`src/rtl/multicycle_control_unit_pkg.sv`:
```
// Shared opcode, ALU-op and state encodings for the multi-cycle control unit.
package cu_pkg;

  localparam logic [3:0] OP_RTYPE = 4'b0000;
  localparam logic [3:0] OP_ADDI  = 4'b0001;
  localparam logic [3:0] OP_SUBI  = 4'b0010;
  localparam logic [3:0] OP_LW    = 4'b0100;
  localparam logic [3:0] OP_SW    = 4'b0101;
  localparam logic [3:0] OP_BEQ   = 4'b0110;
  localparam logic [3:0] OP_HALT  = 4'b1111;

  localparam logic [1:0] ALU_ADD   = 2'b00;
  localparam logic [1:0] ALU_SUB   = 2'b01;
  localparam logic [1:0] ALU_FUNCT = 2'b10;
  localparam logic [1:0] ALU_ITYPE = 2'b11;

  typedef enum logic [3:0] {
    S_RESET    = 4'd0,
    S_FETCH    = 4'd1,
    S_DECODE   = 4'd2,
    S_EXEC_R   = 4'd3,
    S_EXEC_I   = 4'd4,
    S_MEM_ADDR = 4'd5,
    S_MEM_RD   = 4'd6,
    S_MEM_WR   = 4'd7,
    S_WB_ALU   = 4'd8,
    S_WB_MEM   = 4'd9,
    S_BRANCH   = 4'd10,
    S_HALT     = 4'd11
  } state_t;

  typedef struct packed {
    logic       reg_dst;
    logic       branch;
    logic       mem_read;
    logic       mem_write;
    logic       reg_write;
    logic       mem_to_reg;
    logic       alu_src;
    logic [1:0] alu_op;
    logic       pc_write;
    logic       ir_write;
    logic       halted;
  } ctrl_t;

  function automatic logic is_legal(input logic [3:0] op);
    return op inside {OP_RTYPE, OP_ADDI, OP_SUBI, OP_LW, OP_SW, OP_BEQ, OP_HALT};
  endfunction

endpackage

```
`src/rtl/multicycle_control_unit_if.sv`:
```
// Opcode/handshake bus between datapath (slave) and control unit (master).
interface multicycle_control_unit_if #(parameter int COUNT_W = 16);
  logic [3:0]         opcode;
  logic               MemReady;
  logic               RegDst;
  logic               Branch;
  logic               MemRead;
  logic               MemWrite;
  logic               RegWrite;
  logic               MemToReg;
  logic               ALUSrc;
  logic [1:0]         ALUOp;
  logic               PCWrite;
  logic               IRWrite;
  logic               Halted;
  logic               IllegalOp;
  logic               BusError;
  logic [COUNT_W-1:0] InstrCount;

  modport master (
    input  opcode, MemReady,
    output RegDst, Branch, MemRead, MemWrite, RegWrite, MemToReg, ALUSrc,
           ALUOp, PCWrite, IRWrite, Halted, IllegalOp, BusError, InstrCount
  );

  modport slave (
    output opcode, MemReady,
    input  RegDst, Branch, MemRead, MemWrite, RegWrite, MemToReg, ALUSrc,
           ALUOp, PCWrite, IRWrite, Halted, IllegalOp, BusError, InstrCount
  );
endinterface

```
`src/rtl/multicycle_control_unit_mem_wait_timer.sv`:
```
// Counts data-memory wait cycles; expired is combinational from the count.
// Holds at zero while clear is high and saturates once TIMEOUT is reached.
module mem_wait_timer #(
  parameter int TIMEOUT = 15
) (
  input  logic clk,
  input  logic rst,
  input  logic clear,
  input  logic enable,
  output logic expired
);

  logic [7:0] cnt;

  assign expired = (cnt == 8'(TIMEOUT));

  always_ff @(posedge clk or posedge rst) begin
    if (rst) begin
      cnt <= '0;
    end else if (clear) begin
      cnt <= '0;
    end else if (enable && !expired) begin
      cnt <= cnt + 8'd1;
    end
  end

endmodule

```
`src/rtl/multicycle_control_unit.sv`:
```
// Multi-cycle FETCH/DECODE/EXEC/MEM/WB control FSM; R/I 4, BEQ 3, SW 4+w, LW 5+w cycles.
// Memory states stall on MemReady and abort to FETCH with BusError after MEM_TIMEOUT waits.
module multicycle_control_unit
  import cu_pkg::*;
#(
  parameter int COUNT_W     = 16,
  parameter int MEM_TIMEOUT = 15
) (
  input  logic                        clk,
  input  logic                        rst,
  multicycle_control_unit_if.master   bus
);

  state_t             state_q, state_d;
  logic [3:0]         op_q;
  ctrl_t              ctrl;
  logic               in_mem;
  logic               expired;
  logic               abort;
  logic               illegal_dec;
  logic               illegal_q;
  logic               bus_err_q;
  logic [COUNT_W-1:0] count_q;

  assign in_mem      = (state_q == S_MEM_RD) || (state_q == S_MEM_WR);
  assign abort       = in_mem && !bus.MemReady && expired;
  assign illegal_dec = (state_q == S_DECODE) && !is_legal(bus.opcode);

  mem_wait_timer #(.TIMEOUT(MEM_TIMEOUT)) u_timer (
    .clk     (clk),
    .rst     (rst),
    .clear   (!in_mem),
    .enable  (in_mem && !bus.MemReady),
    .expired (expired)
  );

  always_ff @(posedge clk or posedge rst) begin
    if (rst) begin
      state_q <= S_RESET;
    end else begin
      state_q <= state_d;
    end
  end

  always_comb begin
    state_d = state_q;
    case (state_q)
      S_RESET:  state_d = S_FETCH;
      S_FETCH:  state_d = S_DECODE;
      S_DECODE: begin
        case (bus.opcode)
          OP_RTYPE:        state_d = S_EXEC_R;
          OP_ADDI,
          OP_SUBI:         state_d = S_EXEC_I;
          OP_LW,
          OP_SW:           state_d = S_MEM_ADDR;
          OP_BEQ:          state_d = S_BRANCH;
          OP_HALT:         state_d = S_HALT;
          default:         state_d = S_FETCH;
        endcase
      end
      S_EXEC_R,
      S_EXEC_I:   state_d = S_WB_ALU;
      S_MEM_ADDR: state_d = (op_q == OP_LW) ? S_MEM_RD : S_MEM_WR;
      S_MEM_RD: begin
        if (bus.MemReady)  state_d = S_WB_MEM;
        else if (abort)    state_d = S_FETCH;
      end
      S_MEM_WR: begin
        if (bus.MemReady || abort) state_d = S_FETCH;
      end
      S_WB_ALU,
      S_WB_MEM,
      S_BRANCH:  state_d = S_FETCH;
      S_HALT:    state_d = S_HALT;
      default:   state_d = S_RESET;
    endcase
  end

  // PCWrite is the only strobe with input terms: the illegal skip, the SW handshake and the abort.
  always_comb begin
    ctrl = '0;
    case (state_q)
      S_FETCH:    ctrl.ir_write = 1'b1;
      S_DECODE:   ctrl.pc_write = !is_legal(bus.opcode);
      S_EXEC_R:   ctrl.alu_op   = ALU_FUNCT;
      S_EXEC_I: begin
        ctrl.alu_src = 1'b1;
        ctrl.alu_op  = ALU_ITYPE;
      end
      S_MEM_ADDR: begin
        ctrl.alu_src = 1'b1;
        ctrl.alu_op  = ALU_ADD;
      end
      S_MEM_RD: begin
        ctrl.alu_src  = 1'b1;
        ctrl.mem_read = 1'b1;
        ctrl.pc_write = abort;
      end
      S_MEM_WR: begin
        ctrl.alu_src   = 1'b1;
        ctrl.mem_write = 1'b1;
        ctrl.pc_write  = bus.MemReady || abort;
      end
      S_WB_ALU: begin
        ctrl.reg_write = 1'b1;
        ctrl.pc_write  = 1'b1;
        if (op_q == OP_RTYPE) begin
          ctrl.reg_dst = 1'b1;
          ctrl.alu_op  = ALU_FUNCT;
        end else begin
          ctrl.alu_src = 1'b1;
          ctrl.alu_op  = ALU_ITYPE;
        end
      end
      S_WB_MEM: begin
        ctrl.reg_write  = 1'b1;
        ctrl.mem_to_reg = 1'b1;
        ctrl.alu_src    = 1'b1;
        ctrl.pc_write   = 1'b1;
      end
      S_BRANCH: begin
        ctrl.branch   = 1'b1;
        ctrl.alu_op   = ALU_SUB;
        ctrl.pc_write = 1'b1;
      end
      S_HALT:     ctrl.halted = 1'b1;
      default:    ctrl = '0;
    endcase
  end

  always_ff @(posedge clk or posedge rst) begin
    if (rst) begin
      op_q      <= OP_RTYPE;
      illegal_q <= 1'b0;
      bus_err_q <= 1'b0;
      count_q   <= '0;
    end else begin
      if (state_q == S_DECODE) op_q <= bus.opcode;
      if (illegal_dec)         illegal_q <= 1'b1;
      if (abort)               bus_err_q <= 1'b1;
      if (ctrl.pc_write)       count_q <= count_q + 1'b1;
    end
  end

  assign bus.RegDst     = ctrl.reg_dst;
  assign bus.Branch     = ctrl.branch;
  assign bus.MemRead    = ctrl.mem_read;
  assign bus.MemWrite   = ctrl.mem_write;
  assign bus.RegWrite   = ctrl.reg_write;
  assign bus.MemToReg   = ctrl.mem_to_reg;
  assign bus.ALUSrc     = ctrl.alu_src;
  assign bus.ALUOp      = ctrl.alu_op;
  assign bus.PCWrite    = ctrl.pc_write;
  assign bus.IRWrite    = ctrl.ir_write;
  assign bus.Halted     = ctrl.halted;
  assign bus.IllegalOp  = illegal_q;
  assign bus.BusError   = bus_err_q;
  assign bus.InstrCount = count_q;

endmodule

```
`src/flat_wrapper.sv`:
```
// flat-port wrapper written by rule: the top's interface ports become plain ports
module multicycle_control_unit_flat import cu_pkg::*;
#(
  parameter int COUNT_W     = 16,
  parameter int MEM_TIMEOUT = 15
)
  (clk, rst, bus_opcode, bus_MemReady, bus_RegDst, bus_Branch, bus_MemRead, bus_MemWrite, bus_RegWrite, bus_MemToReg, bus_ALUSrc, bus_ALUOp, bus_PCWrite, bus_IRWrite, bus_Halted, bus_IllegalOp, bus_BusError, bus_InstrCount);
  multicycle_control_unit_if #(.COUNT_W(COUNT_W)) bus_i ();
  input  logic clk;
  input  logic rst;
  input wire logic [$bits(bus_i.opcode)-1:0] bus_opcode;
  input wire logic [$bits(bus_i.MemReady)-1:0] bus_MemReady;
  output wire logic [$bits(bus_i.RegDst)-1:0] bus_RegDst;
  output wire logic [$bits(bus_i.Branch)-1:0] bus_Branch;
  output wire logic [$bits(bus_i.MemRead)-1:0] bus_MemRead;
  output wire logic [$bits(bus_i.MemWrite)-1:0] bus_MemWrite;
  output wire logic [$bits(bus_i.RegWrite)-1:0] bus_RegWrite;
  output wire logic [$bits(bus_i.MemToReg)-1:0] bus_MemToReg;
  output wire logic [$bits(bus_i.ALUSrc)-1:0] bus_ALUSrc;
  output wire logic [$bits(bus_i.ALUOp)-1:0] bus_ALUOp;
  output wire logic [$bits(bus_i.PCWrite)-1:0] bus_PCWrite;
  output wire logic [$bits(bus_i.IRWrite)-1:0] bus_IRWrite;
  output wire logic [$bits(bus_i.Halted)-1:0] bus_Halted;
  output wire logic [$bits(bus_i.IllegalOp)-1:0] bus_IllegalOp;
  output wire logic [$bits(bus_i.BusError)-1:0] bus_BusError;
  output wire logic [$bits(bus_i.InstrCount)-1:0] bus_InstrCount;
  assign bus_i.opcode = bus_opcode;
  assign bus_i.MemReady = bus_MemReady;
  assign bus_RegDst = bus_i.RegDst;
  assign bus_Branch = bus_i.Branch;
  assign bus_MemRead = bus_i.MemRead;
  assign bus_MemWrite = bus_i.MemWrite;
  assign bus_RegWrite = bus_i.RegWrite;
  assign bus_MemToReg = bus_i.MemToReg;
  assign bus_ALUSrc = bus_i.ALUSrc;
  assign bus_ALUOp = bus_i.ALUOp;
  assign bus_PCWrite = bus_i.PCWrite;
  assign bus_IRWrite = bus_i.IRWrite;
  assign bus_Halted = bus_i.Halted;
  assign bus_IllegalOp = bus_i.IllegalOp;
  assign bus_BusError = bus_i.BusError;
  assign bus_InstrCount = bus_i.InstrCount;
  multicycle_control_unit #(.COUNT_W(COUNT_W), .MEM_TIMEOUT(MEM_TIMEOUT)) u_core (.clk(clk), .rst(rst), .bus(bus_i));
endmodule
```
`config.mk`:
```
export PLATFORM = sky130hd
export DESIGN_NAME = multicycle_control_unit_flat
export DESIGN_NICKNAME = d
export VERILOG_FILES = /design/src/rtl/multicycle_control_unit_pkg.sv /design/src/rtl/multicycle_control_unit_if.sv /design/src/rtl/multicycle_control_unit_mem_wait_timer.sv /design/src/rtl/multicycle_control_unit.sv /design/src/flat_wrapper.sv
export SDC_FILE = /design/constraint.sdc
export NUM_CORES = 1
export LEC_CHECK = 0
export CAP_MARGIN = 15
export CORE_ASPECT_RATIO = 0.6
export CORE_MARGIN = 4
export CORE_UTILIZATION = 45
export DETAILED_ROUTE_END_ITERATION = 10
export DONT_BUFFER_PORTS = 1
export GPL_ROUTABILITY_DRIVEN = 0
export SLEW_MARGIN = 20
export SYNTH_ARGS = -nofsm -noshare
export SYNTH_HDL_FRONTEND = slang
export SYNTH_SLANG_ARGS = --single-unit
```
`constraint.sdc`:
```
create_clock -name clk -period 3.7 [get_ports clk]
set_clock_uncertainty 0.15 [all_clocks]
set_input_delay 0.74 -clock clk [delete_from_list [all_inputs] [get_ports clk]]
set_output_delay 0.74 -clock clk [all_outputs]
set_load 0.005 [all_outputs]
```
==> results.toml, run 1 <==
[status]
status = "completed"

[pwr]
irDropWorstVdd_v = 0.000276
p_int_uw = 767
power_leakage_nw = 0.935
switching_share_pct = 40.1
report.power.total_mw = 1.28
pwr-share-clk_pct = 23.0
power_density_nw_per_um2 = 578
p_comb_share_pct = 30.5
p_switching_uw = 513
seqPwrFrac_pct = 46.5

[route]
vias = 1762
drc = 0
ant_nets = 0
drt-vias-per-instance = 6.25
drt_wl_total_mm = 5.17
wl_per_cell_um = 18.3
drtIter0Drc = 163
firstDrtPassIters = 4

[clocking]
cts.sinks = 34
cts_setup_buffers = 0
cts_buffers = 5
htreeDepth = 2
cts_tree = "built"
ctsHoldBuffers = 0
clk_latency_ps = 290
cts_resized = 0
cts_buffer_depth = 2
clk_pin_slew_ps = 70
cts-root-buf = "clkbuf_8"

[timing]
fin_tns_setup_ps = 0
period_minus_slack_ps = 2920
slew_headroom_pct = 57.2
final_max_slew_viol_count = 0
layout_setup_ws_ps = 784
fmax_mhz = 343
timing.final.crit_share_pct = 78.8
setup_viol_count_final = 0
worst_pin_slew_ps = 641
rsz0062_at_grt = "no"
hold_viol = 0

[finish]
area_growth_pct = 4.37
multiInputGateArea_um2 = 1150
fin_nets = 227
num-fill-cells = 455
layout-drive-gt1-share_pct = 10.5
diodes = 0
seq_area_um2 = 851
final_util_pct = 48.5

[synthesis]
synthArstFlopShare_pct = 100
syn_area_per_cell_um2 = 9.34
synth_fp_nets = 236
synth-edff-count = 0
yosysWarnings = 0
ys.flop_type = "dfrtp_1"
netlist_instances = 227
synthDistinctLibCells = 54
syn-cell-area_um2 = 2120
yosys_register_bits = 34
ys_seq_area_share_pct = 40.1

[die]
die-area_um2 = 5910
dieWidth_um = 96.6
die_y_um = 61.2
io_pins = 37
core_um2 = 4560
initial_core_util_pct = 46.5
rows = 19

[setup_path]
reg2reg_depth = 4
crit_arrival_ps = 2030
rr_startpoint = "u_core.state_q[1]$_DFFE_PP0P_"
crit_fanout = 15
critPathCaptureType = "primary output"
worst_setup_path_start_kind = "register"
critical_path_class = "reg -> out"
timing.rr.end = "u_core.u_timer.cnt[7]$_DFFE_PP0P_"
cp_data_required_time_ps = 2810
ff2ff_setup_slack_ps = 1230

[grt]
globalRouteOverflowTotal = 0
grt_max_degree = 35
grt_pass1_vias = 1589
grt_usage_pct = 17.8
grt_pass1_wl_mm = 8.25
antenna_found_initial = 0

[place]
portBuffers = 0
dp.final_hpwl_mm = 3.60
pre_cts_ws_ps = 1110

[hold_path]
hold_path.class = "in -> async"

[flow_run]
maxCapViolations = 0
## cells by family (layout without fill, tap and decap cells)
| kind of cell | count (synthesis) | count (layout) | share of synthesized area [%] |
|---|---|---|---|
| flip-flops | 34 | 34 | 40.1 |
| adder cells (fa/ha/maj) | 2 | 2 | 1.18 |
| XOR/XNOR | 14 | 14 | 5.78 |
| AND/OR/NAND/NOR | 90 | 90 | 25.8 |
| AO/OA/AOI/OAI | 54 | 54 | 17.7 |
| multiplexers | 7 | 7 | 3.66 |
| buffers and inverters | 26 | 18 | 5.78 |
## synth_stat cells, drive strengths merged, types with 2 or more instances
library cell / n / area share [%]
o21a: 2 / 0.71
mux2: 6 / 3.2
and3: 8 / 2.4
a21oi: 10 / 2.4
o31ai: 4 / 1.4
nor2: 17 / 3.0
clkbuf: 8 / 1.4
buf: 10 / 2.9
o22ai: 2 / 0.59
a22oi: 2 / 0.71
inv: 8 / 1.4
xor2: 9 / 3.7
o21ai: 10 / 2.4
or4: 3 / 1.1
nand2b: 5 / 1.5
nand3b: 2 / 0.71
nor2b: 5 / 1.5
a311oi: 2 / 0.83
dfrtp: 34 / 40
nand2: 13 / 2.3
nor4: 3 / 1.2
or3: 3 / 0.89
nand4: 10 / 2.9
a31oi: 11 / 4.1
xnor2: 5 / 2.1
nand3: 8 / 2.1
and4b: 2 / 0.94
nor3: 3 / 1.2
ha: 2 / 1.2
and4: 4 / 1.7
## flip-flops by register name (all words and copies together), names as in the netlist
name                   cells
u_core.state_q             4
u_core.bus.InstrCount     16
u_core.op_q                4
u_core.bus.IllegalOp       1
u_core.u_timer.cnt         8
u_core.bus.BusError        1
## placed cells by master (no fill, tap or decap), drive strengths merged, types with 8 or more instances in the layout
| cell type | instances |
|---|---|
| a21oi | 10 |
| o21ai | 10 |
| and3 | 8 |
| inv | 8 |
| nand3 | 8 |
| nand2 | 13 |
| xor2 | 9 |
| a31oi | 11 |
| nand4 | 10 |
| nor2 | 17 |
| dfrtp | 34 |
## how the worst max path moves through the flow
stage | startpoint | endpoint | slack [ps] | cells after the start
finish | u_core.state_q[1]$_DFFE_PP0P_ | bus_PCWrite | 780 | 4
global route | u_core.state_q[1]$_DFFE_PP0P_ | bus_PCWrite | 650 | 4
CTS | u_core.state_q[1]$_DFFE_PP0P_ | bus_PCWrite | 780 | 4
detailed placement | u_core.state_q[1]$_DFFE_PP0P_ | bus_PCWrite | 1110 | 4
global placement | u_core.state_q[1]$_DFFE_PP0P_ | bus_PCWrite | 1200 | 4
floorplan | bus_opcode[0] | bus_PCWrite | 1150 | 6
## per-stage QoR
stage          hold slack (ps)  std cells  instance area, µm²
6_report                   288        282                2210
5_1_grt                    334        282                2210
4_1_cts                    293        282                2210
3_5_place_dp               341        274                2120
3_3_place_gp               343        274                2120
2_1_floorplan              309        227                2120
## area by class of cell
cell class / instances / share of cell area (%)
clock buffers: 7 / 3.90
clock inverters: 1 / 0.226
inverters: 8 / 1.36
multi-input cells: 167 / 51.8
flip-flops and latches: 34 / 38.4
well taps: 63 / 3.56
repair buffers: 2 / 0.678
## worst max-delay path, stage by stage (launching register included)
cell,delay (ps)
dfrtp_1,620
nor4b_4,500
and3_1,430
nor3_4,100
inv_2,80
## layer usage
| layer | track usage [%] | vias to the layer above | routed length [µm] |
|---|---|---|---|
| li1 | - | 820 | - |
| met1 | 24.4 | 853 | 2460 |
| met2 | 26.2 | 83 | 2170 |
| met3 | 6.33 | 6 | 472 |
| met4 | 6.60 | 0 | 65 |
| met5 | 0 | - | 0 |
## power groups by stage
stage / logic (mW) / clock network (mW) / registers, mW
after floorplan: 0.396 / 0 / 0.512
after global placement: 0.382 / 0 / 0.592
after detailed placement: 0.391 / 0 / 0.600
after CTS: 0.393 / 0.301 / 0.593
after global routing: 0.433 / 0.313 / 0.617
final: 0.390 / 0.294 / 0.595
(Power assumes the default switching activity.)
==> run 2: changes to the inputs <==
==> constraint.sdc (replaced) <==
create_clock -name clk -period 2.92 [get_ports clk]
set_clock_uncertainty 0.15 [all_clocks]
set_input_delay 0.584 -clock clk [delete_from_list [all_inputs] [get_ports clk]]
set_output_delay 0.584 -clock clk [all_outputs]
set_load 0.005 [all_outputs]
==> results.toml, run 2 (synthesis gave the netlist of run 1 again) <==
[hold_path]
hold_path.class = "in -> async"

[setup_path]
slowest_delay_ps = 610
cpMaxStageDelayCell = "dfrtp_1"
worst_setup_path_start_kind = "register"
critical_path.startpoint = "u_core.state_q[1]$_DFFE_PP0P_"
cp_data_required_time_ps = 2190
reg2reg_depth = 4
rr_startpoint = "u_core.u_timer.cnt[5]$_DFFE_PP0P_"
critical_path_class = "reg -> out"
crit_fanout = 15
crit_arrival_ps = 1890
crit_chain = "nor4b_4 > buf_4 > and3_1 > nor3_4 > inv_2"
critPathCaptureType = "primary output"

[finish]
final_util_pct = 48.8
area_growth_pct = 5.07
layout_common_cells = "dfrtp_1, nor2_1, nand2_1"
layout-drive-gt1-share_pct = 11.3
diodes = 0
fin_nets = 229
largest_reg_flops = 16
layout_commonest_cell = "dfrtp_1"

[die]
dieWidth_um = 96.6
io_pins = 37
initial_core_util_pct = 46.5
die-area_um2 = 5910
core_um2 = 4560
rows = 19
die_y_um = 61.2

[timing]
worst_pin_slew_ps = 656
period_minus_slack_ps = 2620
final_max_slew_viol_count = 0
timing.final.crit_share_pct = 89.8
layout_setup_ws_ps = 299
setup_viol_count_final = 0
hold_viol = 0
fmax_mhz = 382
fin_tns_setup_ps = 0
rsz0062_at_grt = "no"
slew_headroom_pct = 56.1

[route]
wl_per_cell_um = 17.3
drc = 0
drt-vias-per-instance = 6.07
ant_nets = 0
vias = 1723
firstDrtPassIters = 4
drtIter0Drc = 136
drt_wl_total_mm = 4.92

[clocking]
cts_setup_buffers = 0
clk_pin_slew_ps = 70
cts_buffer_depth = 2
cts_resized = 0
cts_buffers = 5
clk_latency_ps = 280
cts.sinks = 34
cts-root-buf = "clkbuf_8"
htreeDepth = 2
cts_tree = "built"
ctsHoldBuffers = 0

[place]
dp.final_hpwl_mm = 3.53
portBuffers = 0
pre_cts_ws_ps = 632

[flow_run]
maxCapViolations = 0

[pwr]
irDropWorstVdd_v = 0.000283
power_leakage_nw = 0.944
power_density_nw_per_um2 = 726
report.power.total_mw = 1.62

[status]
status = "completed"

[grt]
grt_pass1_wl_mm = 8.34
grt_max_degree = 25
grt_usage_pct = 17.6
antenna_found_initial = 0
globalRouteOverflowTotal = 0
grt_pass1_vias = 1654
[run 2: report_power, final]
group          total [mW]  switching [mW]  internal, mW
combinational       0.501           0.278         0.223
sequential          0.750           0.184         0.566
clock               0.366           0.175         0.190
[run 2: layer usage]
layer  GRT usage, %  vias to the layer above  routed length [µm]  part of all wire, %
met3           6.22                        5                 366                  7.4
met4           5.20                        0                  36                 0.73
met1           24.9                      837                2450                   50
met5              0                        -                   0                    0
li1               -                      830                   -                    -
met2           25.6                       51                2070                   42
[run 2: final timing paths]
kind	endpoint	slack [ps]
setup / recovery	bus_PCWrite	300
hold / removal	u_core.bus.InstrCount[6]$_DFFE_PP0P_	30
hold reg to reg	u_core.bus.BusError$_DFFE_PP0P_	360
min in group clk	u_core.op_q[2]$_DFFE_PP0P_	300
setup reg to reg	u_core.bus.InstrCount[6]$_DFFE_PP0P_	650
max in group asynchronous	u_core.bus.InstrCount[5]$_DFFE_PP0P_	1920
[run 2: metrics by stage]
stage / hold WS (ps) / cell area (µm²) / instances
2_1_floorplan: 309 / 2120 / 227
3_3_place_gp: 332 / 2140 / 276
3_5_place_dp: 343 / 2140 / 276
4_1_cts: 34.6 / 2230 / 284
5_1_grt: 52.9 / 2230 / 284
6_report: 25.2 / 2230 / 284
[run 2: area by class of cell]
type | count | area, µm²
Multi-Input combinational cell | 167 | 1150
Inverter | 8 | 30.0
Sequential cell | 34 | 851
Clock inverter | 1 | 5.00
Timing Repair Buffer | 4 | 30.0
Fill cell | 448 | 2340
Tap cell | 63 | 78.8
Clock buffer | 7 | 86.3
[run 2: critical path: cells and delay by family (launching register included)]
kind / cells / cell delay, ps
simple gates: 3 / 720
flops: 1 / 610
buf+inv: 2 / 270
==> run 3: changes to the inputs <==
--- a/config.mk
+++ b/config.mk
@@ -7,7 +7,7 @@
 export LEC_CHECK = 0
 export CAP_MARGIN = 15
 export CORE_ASPECT_RATIO = 0.6
-export CORE_MARGIN = 4
+export CORE_MARGIN = 2
 export CORE_UTILIZATION = 45
 export DETAILED_ROUTE_END_ITERATION = 10
 export DONT_BUFFER_PORTS = 1
==> results.toml, run 3 (synthesis gave the netlist of run 1 again) <==
[status]
status = "completed"

[die]
initial_core_util_pct = 46.5
rows = 19
die_y_um = 57.2
io_pins = 37
dieWidth_um = 92.6
die-area_um2 = 5300
core_um2 = 4560

[timing]
final_max_slew_viol_count = 0
layout_setup_ws_ps = 339
setup_viol_count_final = 0
fmax_mhz = 387
timing.final.crit_share_pct = 88.4
rsz0062_at_grt = "no"
slew_headroom_pct = 55.9
worst_pin_slew_ps = 659
whs_ps = 135
fin_tns_setup_ps = 0
hold_viol = 0
period_minus_slack_ps = 2580

[setup_path]
rr_startpoint = "u_core.u_timer.cnt[5]$_DFFE_PP0P_"
crit_fanout = 15
ff2ff_setup_slack_ps = 640
slowest_delay_ps = 590
cp_data_required_time_ps = 2190
critPathCaptureType = "primary output"
crit_arrival_ps = 1850
cpMaxStageDelayCell = "dfrtp_1"
worst_setup_path_start_kind = "register"
critical_path_class = "reg -> out"
reg2reg_depth = 4
crit_chain = "nor4b_4 > buf_4 > and3_1 > nor3_4 > inv_2"
timing.rr.end = "u_core.bus.InstrCount[13]$_DFFE_PP0P_"

[route]
drc = 0
vias = 1772
drt-vias-per-instance = 6.22
drtIter0Drc = 138
wl_per_cell_um = 17.7
ant_nets = 0
firstDrtPassIters = 4
drt_wl_total_mm = 5.06

[hold_path]
hold_path.class = "in -> async"

[pwr]
power_leakage_nw = 0.972
power_density_nw_per_um2 = 795
irDropWorstVdd_v = 0.000354

[finish]
layout_commonest_cell = "dfrtp_1"
layout_common_cells = "dfrtp_1, nor2_1, nand2_1"
diodes = 0
largest_reg_flops = 16
layout-drive-gt1-share_pct = 12.2
num-fill-cells = 442
area_growth_pct = 7.85
layoutNonFillerInstCount = 285
fin_nets = 230

[clocking]
cts_buffer_depth = 2
cts-root-buf = "clkbuf_8"
cts_setup_buffers = 0
cts_tree = "built"
cts_resized = 0
cts.sinks = 34
htreeDepth = 2
clk_latency_ps = 290
ctsHoldBuffers = 0
cts_buffers = 5
clk_pin_slew_ps = 80

[grt]
globalRouteOverflowTotal = 0
grt_pass1_vias = 1675
antenna_found_initial = 0
grt_max_degree = 35
grt_pass1_wl_mm = 8.34
grt_usage_pct = 20.3

[place]
place_inst = 277
pre_cts_ws_ps = 665
dp.final_hpwl_mm = 3.55
portBuffers = 0

[flow_run]
maxCapViolations = 0
## run 3: cell types whose count changed in the layout (fill, tap and decap cells not counted)
cell / change
bufinv_16: +2
buf_4: +1
clkinv_2: -1
clkbuf_1: -1
## run 3: per-layer routing
metal | vias up | share of wire (%) | GRT usage [%]
met2 | 68 | 41 | 27.9
met3 | 5 | 9.0 | 7.00
met1 | 868 | 49 | 30.4
li1 | 831 | - | -
met4 | 0 | 0.77 | 5.88
met5 | - | 0 | 0
## run 3: how the worst max path moves through the flow
stage | end | slack, ps | cells past startpoint | start
2_1_floorplan | bus_PCWrite | 680 | 6 | bus_opcode[0]
3_3_place_gp | bus_PCWrite | 700 | 5 | u_core.state_q[1]$_DFFE_PP0P_
3_5_place_dp | bus_PCWrite | 660 | 5 | u_core.state_q[1]$_DFFE_PP0P_
4_1_cts | bus_PCWrite | 330 | 5 | u_core.state_q[1]$_DFFE_PP0P_
5_1_grt | bus_PCWrite | 190 | 5 | u_core.state_q[1]$_DFFE_PP0P_
6_report | bus_PCWrite | 340 | 5 | u_core.state_q[1]$_DFFE_PP0P_
## run 3: cell type report
| class | count | area, µm² | share of cell area [%] |
|---|---|---|---|
| inverters | 8 | 30.0 | 1.31 |
| repair buffers | 5 | 37.5 | 1.64 |
| well taps | 63 | 78.8 | 3.45 |
| flip-flops and latches | 34 | 851 | 37.2 |
| multi-input cells | 167 | 1150 | 50.2 |
| clock inverters | 2 | 60.1 | 2.63 |
| clock buffers | 6 | 82.6 | 3.61 |
## run 3: critical path, delay by kind of cell, from the launching register on
| family | cells | cell delay, ps |
|---|---|---|
| AND/OR/NAND/NOR | 3 | 710 |
| flip-flops | 1 | 590 |
| buffers and inverters | 2 | 270 |
## run 3: report_power, final
| group | total (mW) | switching (mW) | leakage, nW | internal (mW) |
|---|---|---|---|---|
| clock network | 0.548 | 0.183 | 0.0714 | 0.364 |
| registers | 0.722 | 0.156 | 0.438 | 0.566 |
| logic | 0.550 | 0.316 | 0.463 | 0.234 |
## run 3: per-stage QoR
step	area (µm²)	utilization, %	total power [mW]
CTS	2290	50.1	1.82
finish	2290	50.1	1.82
global route	2290	50.1	1.93
global placement	2140	47.0	1.25
floorplan	2120	-	1.15
detailed placement	2140	47.0	1.27
